[src/rtl/pls_segment_ramp.sv]
// pls_segment_ramp
// Emits one linear signal segment as an AXI-Stream sample sequence. The first
// sample is start_value; each later sample is the previous one plus increment,
// summed by the shared external floating-point adder. This block does no float
// arithmetic itself.
//
// Ports
//   aclk, aresetn         clock, asynchronous active-low reset
//   start                 level request, sampled only when idle
//   start_value           first sample (float bits), captured on accepted start
//   increment             per-line increment (float bits), captured on start
//   lines                 unsigned sample count, captured on start
//   busy                  registered run-in-progress flag
//   add_a_* / add_b_*     operand streams to the external adder (acc, inc)
//   add_r_*               result stream from the external adder
//   m_*                   sample output stream, m_tlast on the final sample
//
// state    | meaning
// ---------+-------------------------------------------------------------
// IDLE     | waiting for start; inputs captured when start is seen
// EMIT     | presenting acc on m_*, waiting for m_tready
// ADD_REQ  | offering acc and inc to the adder, each until its own handshake
// ADD_WAIT | waiting for the adder result, which becomes the next acc
// DONE     | run finished; waits for start to drop before re-arming
module pls_segment_ramp #(
  parameter int DATA_SIZE = 32
) (
  input  logic                 aclk,
  input  logic                 aresetn,
  input  logic                 start,
  input  logic [DATA_SIZE-1:0] start_value,
  input  logic [DATA_SIZE-1:0] increment,
  input  logic [DATA_SIZE-1:0] lines,
  output logic                 busy,
  output logic [DATA_SIZE-1:0] add_a_tdata,
  output logic                 add_a_tvalid,
  input  logic                 add_a_tready,
  output logic [DATA_SIZE-1:0] add_b_tdata,
  output logic                 add_b_tvalid,
  input  logic                 add_b_tready,
  input  logic [DATA_SIZE-1:0] add_r_tdata,
  input  logic                 add_r_tvalid,
  output logic                 add_r_tready,
  output logic [DATA_SIZE-1:0] m_tdata,
  output logic                 m_tvalid,
  input  logic                 m_tready,
  output logic                 m_tlast
);

  typedef enum logic [2:0] {
    S_IDLE     = 3'd0,
    S_EMIT     = 3'd1,
    S_ADD_REQ  = 3'd2,
    S_ADD_WAIT = 3'd3,
    S_DONE     = 3'd4
  } state_t;

  localparam logic [DATA_SIZE-1:0] ONE = {{(DATA_SIZE-1){1'b0}}, 1'b1};

  state_t               state;
  logic [DATA_SIZE-1:0] acc;
  logic [DATA_SIZE-1:0] inc;
  logic [DATA_SIZE-1:0] n_lines;
  logic [DATA_SIZE-1:0] cnt;
  logic                 a_done;
  logic                 b_done;

  logic                 a_hs;
  logic                 b_hs;
  logic                 is_last;

  // All stream controls decode the registered state, so an asynchronous
  // reset drops every valid/ready in the same cycle.
  assign m_tvalid     = (state == S_EMIT);
  assign m_tdata      = acc;
  assign m_tlast      = (state == S_EMIT) && is_last;
  assign add_a_tdata  = acc;
  assign add_b_tdata  = inc;
  assign add_a_tvalid = (state == S_ADD_REQ) && !a_done;
  assign add_b_tvalid = (state == S_ADD_REQ) && !b_done;
  assign add_r_tready = (state == S_ADD_WAIT);

  assign a_hs    = add_a_tvalid && add_a_tready;
  assign b_hs    = add_b_tvalid && add_b_tready;
  // n_lines is never zero while in EMIT, so the wrap of n_lines-1 is harmless.
  assign is_last = (cnt == (n_lines - ONE));

  always_ff @(posedge aclk or negedge aresetn) begin
    if (!aresetn) begin
      state   <= S_IDLE;
      acc     <= '0;
      inc     <= '0;
      n_lines <= '0;
      cnt     <= '0;
      a_done  <= 1'b0;
      b_done  <= 1'b0;
      busy    <= 1'b0;
    end else begin
      busy <= (state == S_EMIT) || (state == S_ADD_REQ) || (state == S_ADD_WAIT);
      case (state)
        S_IDLE: begin
          if (start) begin
            acc     <= start_value;
            inc     <= increment;
            n_lines <= lines;
            cnt     <= '0;
            state   <= (lines == '0) ? S_DONE : S_EMIT;
          end
        end
        S_EMIT: begin
          if (m_tready) begin
            if (is_last) begin
              state <= S_DONE;
            end else begin
              cnt    <= cnt + ONE;
              a_done <= 1'b0;
              b_done <= 1'b0;
              state  <= S_ADD_REQ;
            end
          end
        end
        S_ADD_REQ: begin
          if (a_hs) a_done <= 1'b1;
          if (b_hs) b_done <= 1'b1;
          // Leave as soon as both operands are in, counting this cycle's beats.
          if ((a_done || a_hs) && (b_done || b_hs)) state <= S_ADD_WAIT;
        end
        S_ADD_WAIT: begin
          if (add_r_tvalid) begin
            acc   <= add_r_tdata;
            state <= S_EMIT;
          end
        end
        S_DONE: begin
          if (!start) state <= S_IDLE;
        end
        default: state <= S_IDLE;
      endcase
    end
  end

endmodule

[config.mk]
export PLATFORM = sky130hd
export DESIGN_NAME = pls_segment_ramp
export DESIGN_NICKNAME = d
export VERILOG_FILES = /design/src/rtl/pls_segment_ramp.sv
export SDC_FILE = /design/constraint.sdc
export NUM_CORES = 1
export LEC_CHECK = 0
export ABC_AREA = 1
export CAP_MARGIN = 0
export CORE_MARGIN = 3
export CORE_UTILIZATION = 46
export CTS_CLUSTER_DIAMETER = 150
export DETAILED_ROUTE_END_ITERATION = 6
export GPL_ROUTABILITY_DRIVEN = 0
export PLACE_DENSITY = 0.78
export REMOVE_ABC_BUFFERS = 1
export SLEW_MARGIN = 20
export SYNTH_ARGS = -nofsm -noshare
export SYNTH_HDL_FRONTEND = slang
export SYNTH_SLANG_ARGS = --single-unit
export TNS_END_PERCENT = 100
[constraint.sdc]
create_clock -name aclk -period 2.49 [get_ports aclk]
set_input_delay 0.3735 -clock aclk [delete_from_list [all_inputs] [get_ports aclk]]
set_output_delay 0.3735 -clock aclk [all_outputs]
set_load 0.05 [all_outputs]
==> impl_metrics.json, run 1 <==
{
  "status": "finished, violations left",
  "violations": "setup timing",
  "grt_setup_unrepaired": "yes",
  "slew_headroom": 0.6205,
  "synthXorXnorAreaFrac": 0.06735,
  "clock_skew_ns": 0.009653,
  "synth_ff_type": "dfrtp_1",
  "setup_viol": 34,
  "die_h_microns": 140.5,
  "max-vdd-ir-drop_mv": 1.538,
  "crit_required_ns": 2.12,
  "drc": 0,
  "dpl.hpwl_microns": 19520,
  "arrival_ns": 2.44,
  "layout.nets": 1502,
  "tns_ns": -1.235,
  "synth_warnings": 0,
  "cpLargestDelayFamily": "simple AND/OR/NAND/NOR gates",
  "h-tree-depth": 4,
  "synth_common_cells": "nand2_1, nor2_1, dfrtp_1",
  "hold_path_class": "input port to asynchronous set/reset pin",
  "boundaryPins": 237,
  "synth_compound_area_frac": 0.04044,
  "path_cells": "inv_2 > ha_4 > nand2_8 > nor2_4 > buf_4 > nand2_1 > nand3_2 > nand2_1 > nor2_1 > nand3_1 > nor2_2 > nand3_2 > nor2_4 > buf_12",
  "max_clock_freq_mhz": 355.3,
  "root_buffer": "clkbuf_16",
  "yosys.area_share.simple": 0.3497,
  "core_area_sq_mm": 0.01748,
  "place_area_sq_mm": 0.01082,
  "drive_above_1_share": 0.1546,
  "start_kind": "flip-flop",
  "cts_buffers": 17,
  "yosysMostFrequentCell": "nand2_1",
  "grt_usage": 0.2651,
  "port_buffers": 236,
  "syn-mean-instance-area_sq_um": 7.379,
  "grt_overflow": 0,
  "powerDensity_mw_per_mm2": 1343,
  "synthDistinctLibCells": 35,
  "endpoint_kind": "output pin",
  "fin_ws_ns": -0.3248,
  "synth_top_area_cell": "dfrtp_1",
  "yosys-top-cells-area": "dfrtp_1, nand2_1, nor2_1",
  "synth_top_area_share": 0.4029,
  "clock_sinks": 134,
  "synth_edf_count": 0,
  "synth_fa_ha_area_frac": 0.003007,
  "fin_area_sq_mm": 0.01194,
  "grt_pass1_vias": 8152,
  "num_vias": 8759,
  "cp_max_fo": 6,
  "crit_start": "n_lines[1]$_DFFE_PN0P_",
  "critPathSlowestCell": "dfrtp_1",
  "wl_per_cell_microns": 17.34,
  "drv_slew": 0,
  "grt_max_degree": 72,
  "power.leakage_nw": 5.302,
  "antenna_found_initial": 0,
  "crit_type": "flip-flop to output pin",
  "drt-total-wl_microns": 27790,
  "grt_pass1_wl_microns": 41990,
  "syn-cell-area_sq_mm": 0.008323,
  "die-area_sq_mm": 0.01974,
  "cts_tree": "built",
  "async_flop_share": 1.000,
  "cap_violations": 0,
  "ys_ff_latch": 134,
  "worst_slew_pin_slew_ns": 0.5675,
  "start_util": 0.4762,
  "syn_to_final_growth_pct": 43.51,
  "whs_ns": 0.4761,
  "insertion_delay_ns": 0.43,
  "min_period_ns": 2.815,
  "synth_top_family_by_area": "simple AND/OR/NAND/NOR gates",
  "crit_buf_inv": 3,
  "die-width_microns": 140.5,
  "cts.clk_slew.worst_paths_ns": 0.05,
  "drt_iter0_markers": 1045,
  "hold_viol": 0,
  "ys_seq_area_frac": 0.4029,
  "fp-row-count": 48,
  "synthCells": 1128,
  "finish.utilization": 0.6834,
  "power_mw": 16.04,
  "antenna_left": 0,
  "crit_path_max_incr_delay_ns": 0.40,
  "antennaDiodeCount": 0,
  "synthMuxAreaShare": 0.05412,
  "drt-vias-per-instance": 5.464,
  "first_pass_iters": 6,
  "fin_crit_sh": 1.130,
  "reg2reg_from": "n_lines[1]$_DFFE_PN0P_",
  "clockBufferDepth": 2
}
-- cell families (layout without fill, tap and decap cells) --
| logic type | count (synthesis) | after routing |
|---|---|---|
| AO/OA/AOI/OAI | 58 | 58 |
| XOR/XNOR | 64 | 64 |
| adder cells (fa/ha/maj) | 2 | 2 |
| buffers and inverters | 143 | 390 |
| flip-flops | 134 | 134 |
| multiplexers | 40 | 40 |
| AND/OR/NAND/NOR | 687 | 690 |
-- routing by layer --
| metal | GRT usage | wire (microns) |
|---|---|---|
| met3 | 0.05053 | 2281 |
| met4 | 0.09740 | 1192 |
| met5 | 0 | 0 |
| met1 | 0.3596 | 11180 |
| met2 | 0.4236 | 13130 |
-- flip-flops by register name (all words and copies together), names as in the netlist --
name / flops
add_a_tdata: 32
state: 3
a_done: 1
cnt: 32
b_done: 1
busy: 1
n_lines: 32
add_b_tdata: 32
-- final cells by class --
type | instances | area [sq um]
timing repair buffer | 289 | 2890
multi-input combinational | 854 | 4559
fill | 1363 | 5533
sequential | 134 | 3369
clock inverter | 11 | 123.9
inverter | 69 | 259.0
tap | 225 | 281.5
clock buffer | 21 | 460.4
-- stage by stage --
stage,instances,setup slack (ns)
6_report,1603,-0.3248
5_1_grt,1603,-0.4385
4_1_cts,1592,-0.3001
3_5_place_dp,1544,-0.09169
3_3_place_gp,1544,-0.005405
2_1_floorplan,1054,-1.857
-- cells in the final DEF, fill, tap and decap left out, types with 20 or more instances in the layout --
cell	n
nand3_1	74
nor2_1	159
nand2_1	335
a31oi_1	33
clkdlybuf4s50_1	230
inv_1	63
xor2_1	34
buf_4	44
xnor2_1	29
mux2_2	40
dfrtp_1	121
nor2_2	20
-- final timing paths --
check	end	slack [ns]	depth (start not counted)
min reg2reg	add_b_tdata[10]$_DFFE_PN0P_	0.50	1
min in group aclk	add_b_tdata[10]$_DFFE_PN0P_	0.50	1
max reg2reg	b_done$_DFFE_PN0P_	-0.10	21
min	add_a_tdata[1]$_DFFE_PN0P_	0.48	2
max in group asynchronous	cnt[14]$_DFFE_PN0P_	1.38	3
max	m_tlast	-0.32	14
-- power breakdown --
group	switching [mW]	leakage (nW)	internal, mW
registers	0.872	1.62	3.04
clock network	0.996	0.280	1.53
logic	6.30	3.40	3.31
total	8.17	5.30	7.87
-- what timing repair did --
action	CTS	global route
hold buffers	1	0
gates cloned	2	4
hold endpoints to repair	48	0
resized for setup	40	48
pin swaps	16	23
buffers inserted	13	7
endpoints found under the setup margin	34	35
No activity file was read; power rests on OpenSTA's default activity.
==> inputs of run 2 (changes only) <==
--- a/config.mk
+++ b/config.mk
@@ -18,4 +18,3 @@
 export SYNTH_ARGS = -nofsm -noshare
 export SYNTH_HDL_FRONTEND = slang
 export SYNTH_SLANG_ARGS = --single-unit
-export TNS_END_PERCENT = 100
==> results of run 2 <==
Final layout, timing and power as in run 1 (identical DEF).
